<file path="src/rtl/mem_access_unit.sv">
// ============================================================================
// Module   : mem_access_unit
// Purpose  : MEM-stage load/store unit: load alignment, sub-word RMW stores,
//            address exception classification ahead of the data-memory port.
// Revision : 1.0 - initial release
// ============================================================================
`default_nettype none

module mem_access_unit #(
    parameter logic [31:0] DM_TOP    = 32'h00002FFF,
    parameter logic [31:0] DEV0_BASE = 32'h00007F00,
    parameter logic [31:0] DEV1_BASE = 32'h00007F10
) (
    input  logic        clk,
    input  logic        reset,
    input  logic        req_valid,
    input  logic [3:0]  req_code,
    input  logic [31:0] req_addr,
    input  logic [31:0] req_wdata,
    output logic        req_ready,
    output logic        resp_valid,
    output logic [31:0] resp_rdata,
    output logic [1:0]  resp_exc,
    output logic [31:0] mem_addr,
    output logic [31:0] mem_wd,
    output logic        mem_we,
    input  logic [31:0] mem_rd
);

    localparam logic [3:0] C_OP_LW  = 4'b0000;
    localparam logic [3:0] C_OP_SW  = 4'b0001;
    localparam logic [3:0] C_OP_LH  = 4'b0010;
    localparam logic [3:0] C_OP_LB  = 4'b0011;
    localparam logic [3:0] C_OP_LHU = 4'b0100;
    localparam logic [3:0] C_OP_LBU = 4'b0101;
    localparam logic [3:0] C_OP_SH  = 4'b0110;
    localparam logic [3:0] C_OP_SB  = 4'b0111;

    typedef enum logic [0:0] {
        S_IDLE   = 1'b0,
        S_RMW_WR = 1'b1
    } state_t;

    state_t      state_q,      state_d;
    logic        resp_valid_q, resp_valid_d;
    logic [31:0] resp_rdata_q, resp_rdata_d;
    logic [1:0]  resp_exc_q,   resp_exc_d;
    logic [31:0] rmw_addr_q,   rmw_addr_d;
    logic [31:0] rmw_wd_q,     rmw_wd_d;

    logic        w_accept, w_is_word, w_is_half, w_is_store, w_sub_store;
    logic        w_misalign, w_in_dm, w_in_dev, w_err;
    logic [31:0] w_word_addr, w_shifted, w_load, w_merged;
    logic [15:0] w_half;

    always_comb begin
        w_accept    = req_valid && (state_q == S_IDLE) && !req_code[3] && !reset;
        w_is_word   = (req_code == C_OP_LW) || (req_code == C_OP_SW);
        w_is_half   = (req_code == C_OP_LH) || (req_code == C_OP_LHU) || (req_code == C_OP_SH);
        w_is_store  = (req_code == C_OP_SW) || (req_code == C_OP_SH) || (req_code == C_OP_SB);
        w_sub_store = (req_code == C_OP_SH) || (req_code == C_OP_SB);
        w_word_addr = {req_addr[31:2], 2'b00};

        w_misalign = (w_is_word && (req_addr[1:0] != 2'b00)) || (w_is_half && req_addr[0]);
        w_in_dm    = (req_addr <= DM_TOP);
        // Device windows are reachable by whole-word accesses only
        w_in_dev   = ((req_addr >= DEV0_BASE) && (req_addr <= DEV0_BASE + 32'd7)) ||
                     ((req_addr >= DEV1_BASE) && (req_addr <= DEV1_BASE + 32'd7));
        w_err      = w_misalign || !(w_in_dm || (w_is_word && w_in_dev));

        w_shifted = mem_rd >> {req_addr[1:0], 3'b000};
        w_half    = req_addr[1] ? mem_rd[31:16] : mem_rd[15:0];
        case (req_code)
            C_OP_LH:  w_load = {{16{w_half[15]}}, w_half};
            C_OP_LHU: w_load = {16'h0000, w_half};
            C_OP_LB:  w_load = {{24{w_shifted[7]}}, w_shifted[7:0]};
            C_OP_LBU: w_load = {24'h000000, w_shifted[7:0]};
            default:  w_load = mem_rd;
        endcase

        w_merged = mem_rd;
        if (req_code == C_OP_SH) begin
            if (req_addr[1]) w_merged = {req_wdata[15:0], mem_rd[15:0]};
            else             w_merged = {mem_rd[31:16], req_wdata[15:0]};
        end else begin
            case (req_addr[1:0])
                2'd0:    w_merged = {mem_rd[31:8], req_wdata[7:0]};
                2'd1:    w_merged = {mem_rd[31:16], req_wdata[7:0], mem_rd[7:0]};
                2'd2:    w_merged = {mem_rd[31:24], req_wdata[7:0], mem_rd[15:0]};
                default: w_merged = {req_wdata[7:0], mem_rd[23:0]};
            endcase
        end
    end

    always_comb begin
        state_d      = state_q;
        resp_valid_d = 1'b0;
        resp_rdata_d = resp_rdata_q;
        resp_exc_d   = resp_exc_q;
        rmw_addr_d   = rmw_addr_q;
        rmw_wd_d     = rmw_wd_q;
        mem_addr     = 32'h0;
        mem_wd       = 32'h0;
        mem_we       = 1'b0;

        if (state_q == S_RMW_WR) begin
            // Reset in the write cycle must not let the merged word land
            if (!reset) begin
                mem_addr = rmw_addr_q;
                mem_wd   = rmw_wd_q;
                mem_we   = 1'b1;
            end
            state_d      = S_IDLE;
            resp_valid_d = 1'b1;
            resp_rdata_d = 32'h0;
            resp_exc_d   = 2'b00;
        end else if (w_accept) begin
            if (w_err) begin
                resp_valid_d = 1'b1;
                resp_rdata_d = 32'h0;
                resp_exc_d   = w_is_store ? 2'b11 : 2'b10;
            end else if (w_sub_store) begin
                mem_addr   = w_word_addr;
                rmw_addr_d = w_word_addr;
                rmw_wd_d   = w_merged;
                state_d    = S_RMW_WR;
            end else begin
                mem_addr     = w_word_addr;
                mem_we       = w_is_store;
                mem_wd       = w_is_store ? req_wdata : 32'h0;
                resp_valid_d = 1'b1;
                resp_rdata_d = w_is_store ? 32'h0 : w_load;
                resp_exc_d   = 2'b00;
            end
        end
    end

    always_ff @(posedge clk) begin
        if (reset) begin
            state_q      <= S_IDLE;
            resp_valid_q <= 1'b0;
            resp_rdata_q <= 32'h0;
            resp_exc_q   <= 2'b00;
            rmw_addr_q   <= 32'h0;
            rmw_wd_q     <= 32'h0;
        end else begin
            state_q      <= state_d;
            resp_valid_q <= resp_valid_d;
            resp_rdata_q <= resp_rdata_d;
            resp_exc_q   <= resp_exc_d;
            rmw_addr_q   <= rmw_addr_d;
            rmw_wd_q     <= rmw_wd_d;
        end
    end

    assign req_ready  = (state_q == S_IDLE);
    assign resp_valid = resp_valid_q;
    assign resp_rdata = resp_rdata_q;
    assign resp_exc   = resp_exc_q;

endmodule

`default_nettype wire

</file>
<file path="config.mk">
export PLATFORM = sky130hd
export DESIGN_NAME = mem_access_unit
export DESIGN_NICKNAME = d
export VERILOG_FILES = /design/src/rtl/mem_access_unit.sv
export SDC_FILE = /design/constraint.sdc
export NUM_CORES = 1
export LEC_CHECK = 0
export CORE_MARGIN = 10
export CORE_UTILIZATION = 40
export DETAILED_ROUTE_END_ITERATION = 16
export PLACE_DENSITY = 0.77
export SETUP_SLACK_MARGIN = 0.2
export SYNTH_ARGS = -nofsm -noshare
export SYNTH_HDL_FRONTEND = slang
export SYNTH_SLANG_ARGS = --single-unit
export TNS_END_PERCENT = 20
</file>
<file path="constraint.sdc">
create_clock -name clk -period 2.66 [get_ports clk]
set_input_delay 0.665 -clock clk [delete_from_list [all_inputs] [get_ports clk]]
set_output_delay 0.665 -clock clk [all_outputs]
set_load 0.01 [all_outputs]
</file>
==> results.toml <==
[run_status]
status = "finished with violations"
violations = "negative setup slack"

[final_layout]
syn2layout_area_growth_pct = 56.7
drive_above_1_share_pct = 25.5
fill_cells = 1080
nNetsFinal = 941
instances_no_fill = 1016
final_core_util_pct = 64.4

[detailed_routing]
ant_nets = 0
vias_per_cell = 5.69
drt-pass1-iter-count = 5
drtIter0Drc = 503
drt_wl_total_um = 21000
wl_per_cell_um = 20.7
vias = 5778
drc_errors = 0

[worst_hold_path]
min_to = "resp_exc[0]"
hp-start = "resp_exc[0]"
whs_path_depth = 2
hp-class = "reg -> reg"

[synth]
synth.avg_cell_area_sq_um = 8.71
synth_edf_count = 0
synthCells = 600
netlist_area_sq_um = 5230
yosys_register_bits = 98
ys.flop_type = "dfxtp_1"
ys_seq_area_share_pct = 37.5
async_flop_share_pct = 0
synth.distinct_cells = 59
yosysWarnings = 0

[worst_setup_path]
worstPathCellList = "buf_8 -> nor4bb_4 -> and4_4 -> o221ai_4 -> nor3_4 -> buf_6 -> buf_8 -> buf_16 -> a22o_1 -> buf_2"
reg2reg_from = "state_q"
required_ns = 2.00
startpoint_type = "input pin"
path_max_fanout = 8
crit_type = "in -> out"
r2r_slack_ns = 0.82
cp-end-kind = "output pin"
critPathMostFrequentCell = "buf_8"
crit_slowest_cell = "nor4bb_4"
r2r-end = "rmw_wd_q[23]"
cpPeakStageDelay_ns = 0.27
r2r_cells = 6
worstPathArrival_ns = 2.27

[pwr]
power_frac_seq_pct = 43.6
p_int_uw = 2520
power.density_nw_per_um2 = 411
p_leak_uw = 0.00362
ir_worst_vdd_mv = 0.257
p_switching_uw = 845
p_total_uw = 3370
pwr-share-clk_pct = 39.8
power.combinational.fraction_pct = 16.5
switching_share_pct = 25.1

[die]
die_w_um = 134
num_io_pins = 204
initial_core_util_pct = 41.1
die_area_sq_um = 18000
die_height_um = 134
core_sq_um = 12700
rows = 41

[sta]
tightest_slew_ns = 0.521
hold_viol = 0
timing.slew.headroom_pct = 65.1
clock.fmax_ghz = 0.341
finClkSkew_ns = 0.00812
setup_violations = 46
fin_ws_ns = -0.274
finalCriticalPeriod_ns = 2.93
finalCritPeriodShare_pct = 110
rsz0062_at_grt = "true"
drv_slew = 0

[placement]
dp_hpwl_um = 15700
place_inst = 986
gp_congestion = 0.904
place.port_buffers = 201

[grt]
grt_pass1_wl_um = 32200
grt_pass1_vias = 5807
grt_max_degree = 45
grt_overflow = 0
antenna_found_initial = 2
grt_usage_pct = 22.2

[clock_network]
cts_tree = "done"
h-tree-depth = 3
clockBufferDepth = 2
root_buffer = "clkbuf_16"
clkSinkCount = 98
hold_buffers = 0
cts_buffers = 9
insertion_delay_ns = 0.35
clk_pin_slew_ns = 0.06

[job]
max_cap_viol_count = 0
power groups by stage:
stage	combinational, uW	clock (uW)	sequential, uW
global route	596	1420	1470
global placement	538	0	1500
CTS	542	1360	1470
finish	557	1340	1470
detailed placement	548	0	1500
floorplan	233	0	1500
critical path: cells and delay by family:
family | cells | cell delay (ns)
buffers and inverters | 5 | 0.60
and+or+nand+nor | 3 | 0.74
AOI/OAI and AO/OA | 2 | 0.26
sequential cells by signal, indices dropped and copies added, names as in the netlist:
signal and cells:
resp_exc 2, rmw_wd_q 32, rmw_addr_q 30, state_q 1, resp_rdata 32, resp_valid 1
cells in the mapped netlist, drive strengths merged, types with 3 or more instances:
| cell | instances | share of area [%] |
|---|---|---|
| o221ai | 9 | 1.6 |
| o31ai | 5 | 0.72 |
| o21ai | 8 | 0.77 |
| nor2 | 33 | 2.4 |
| nand3 | 5 | 0.81 |
| dfxtp | 98 | 38 |
| a22oi | 3 | 0.43 |
| o2111ai | 7 | 1.2 |
| a21oi | 16 | 1.6 |
| and3 | 35 | 4.2 |
| a211oi | 14 | 2.0 |
| a311oi | 3 | 0.50 |
| mux2 | 9 | 2.4 |
| mux2i | 37 | 7.1 |
| nor2b | 10 | 1.2 |
| o2bb2ai | 4 | 0.67 |
| clkbuf | 32 | 2.3 |
| buf | 29 | 3.0 |
| a221o | 5 | 0.96 |
| nor4 | 4 | 0.48 |
| or2 | 3 | 0.36 |
| a31oi | 24 | 3.0 |
| inv | 45 | 3.2 |
| nand2 | 36 | 2.6 |
| a211o | 3 | 0.50 |
| a22o | 47 | 7.9 |
| nor3 | 3 | 0.38 |
| o22ai | 47 | 5.6 |
| nand4 | 6 | 0.84 |
worst max path at each step:
stage | start | to | slack [ns] | cells after the start
global route | req_addr[27] | mem_wd[22] | -0.36 | 10
global placement | req_addr[8] | mem_wd[5] | -1.03 | 8
finish | req_addr[6] | mem_wd[15] | -0.27 | 10
detailed placement | req_addr[8] | mem_wd[25] | -1.09 | 8
floorplan | req_code[1] | mem_wd[10] | 0.05 | 7
CTS | req_addr[6] | mem_wd[16] | -0.31 | 10
per-stage QoR:
stage          setup TNS [ns]  hold slack, ns  worst slack (ns)  cell area (sq um)
6_report                -9.29           0.457            -0.274               8190
3_5_place_dp           -56.98           0.452             -1.09               7910
5_1_grt                -12.81           0.488            -0.363               8190
4_1_cts                -10.36           0.463            -0.311               8130
3_3_place_gp           -55.22           0.447             -1.03               7910
2_1_floorplan               0           0.438            0.0549               5310
timing repair:
item / 4_1_cts / 5_1_grt
setup endpoints to repair: 85 / 46
gates cloned: 4 / 0
pin swaps: 18 / 13
resized for setup: 332 / 16
buffers inserted: 7 / 2
placed cells by master (no fill, tap or decap), types with 23 or more instances in the layout:
cell and count:
clkdlybuf4s50_1 103, dfxtp_1 98, buf_4 67, buf_2 55
a22o_1 47, o22ai_1 47, inv_1 43, mux2i_1 37
and3_1 35, nand2_1 35, nor2_1 29, a31oi_1 23
routing by layer:
metal  wire length (um)  track usage [%]
met1               8750             26.7
met2              10200             37.2
met3               1750             6.46
met4                348             6.89
met5                  0                0
cell type report:
type,count,area [sq um],area share [%]
clock inverter,4,51.3,0.626
inverter,46,173,2.11
sequential,98,1960,24.0
clock buffer,11,253,3.09
antenna,2,5.00,0.0611
multi-input combinational,396,2950,36.0
tap,172,215,2.63
timing repair buffer,287,2580,31.6
kinds of logic (layout without fill, tap and decap cells):
family / after synthesis / in the layout / synth area share [%]
AND/OR/NAND/NOR: 144 / 144 / 15.1
flip-flops: 98 / 98 / 37.5
XOR/XNOR: 1 / 1 / 0.168
buffers and inverters: 107 / 348 / 8.62
AO/OA/AOI/OAI: 202 / 202 / 28.6
other: 1 / 4 / 0.0718
multiplexers: 47 / 47 / 9.89
Power figures use the tool's default switching activity.
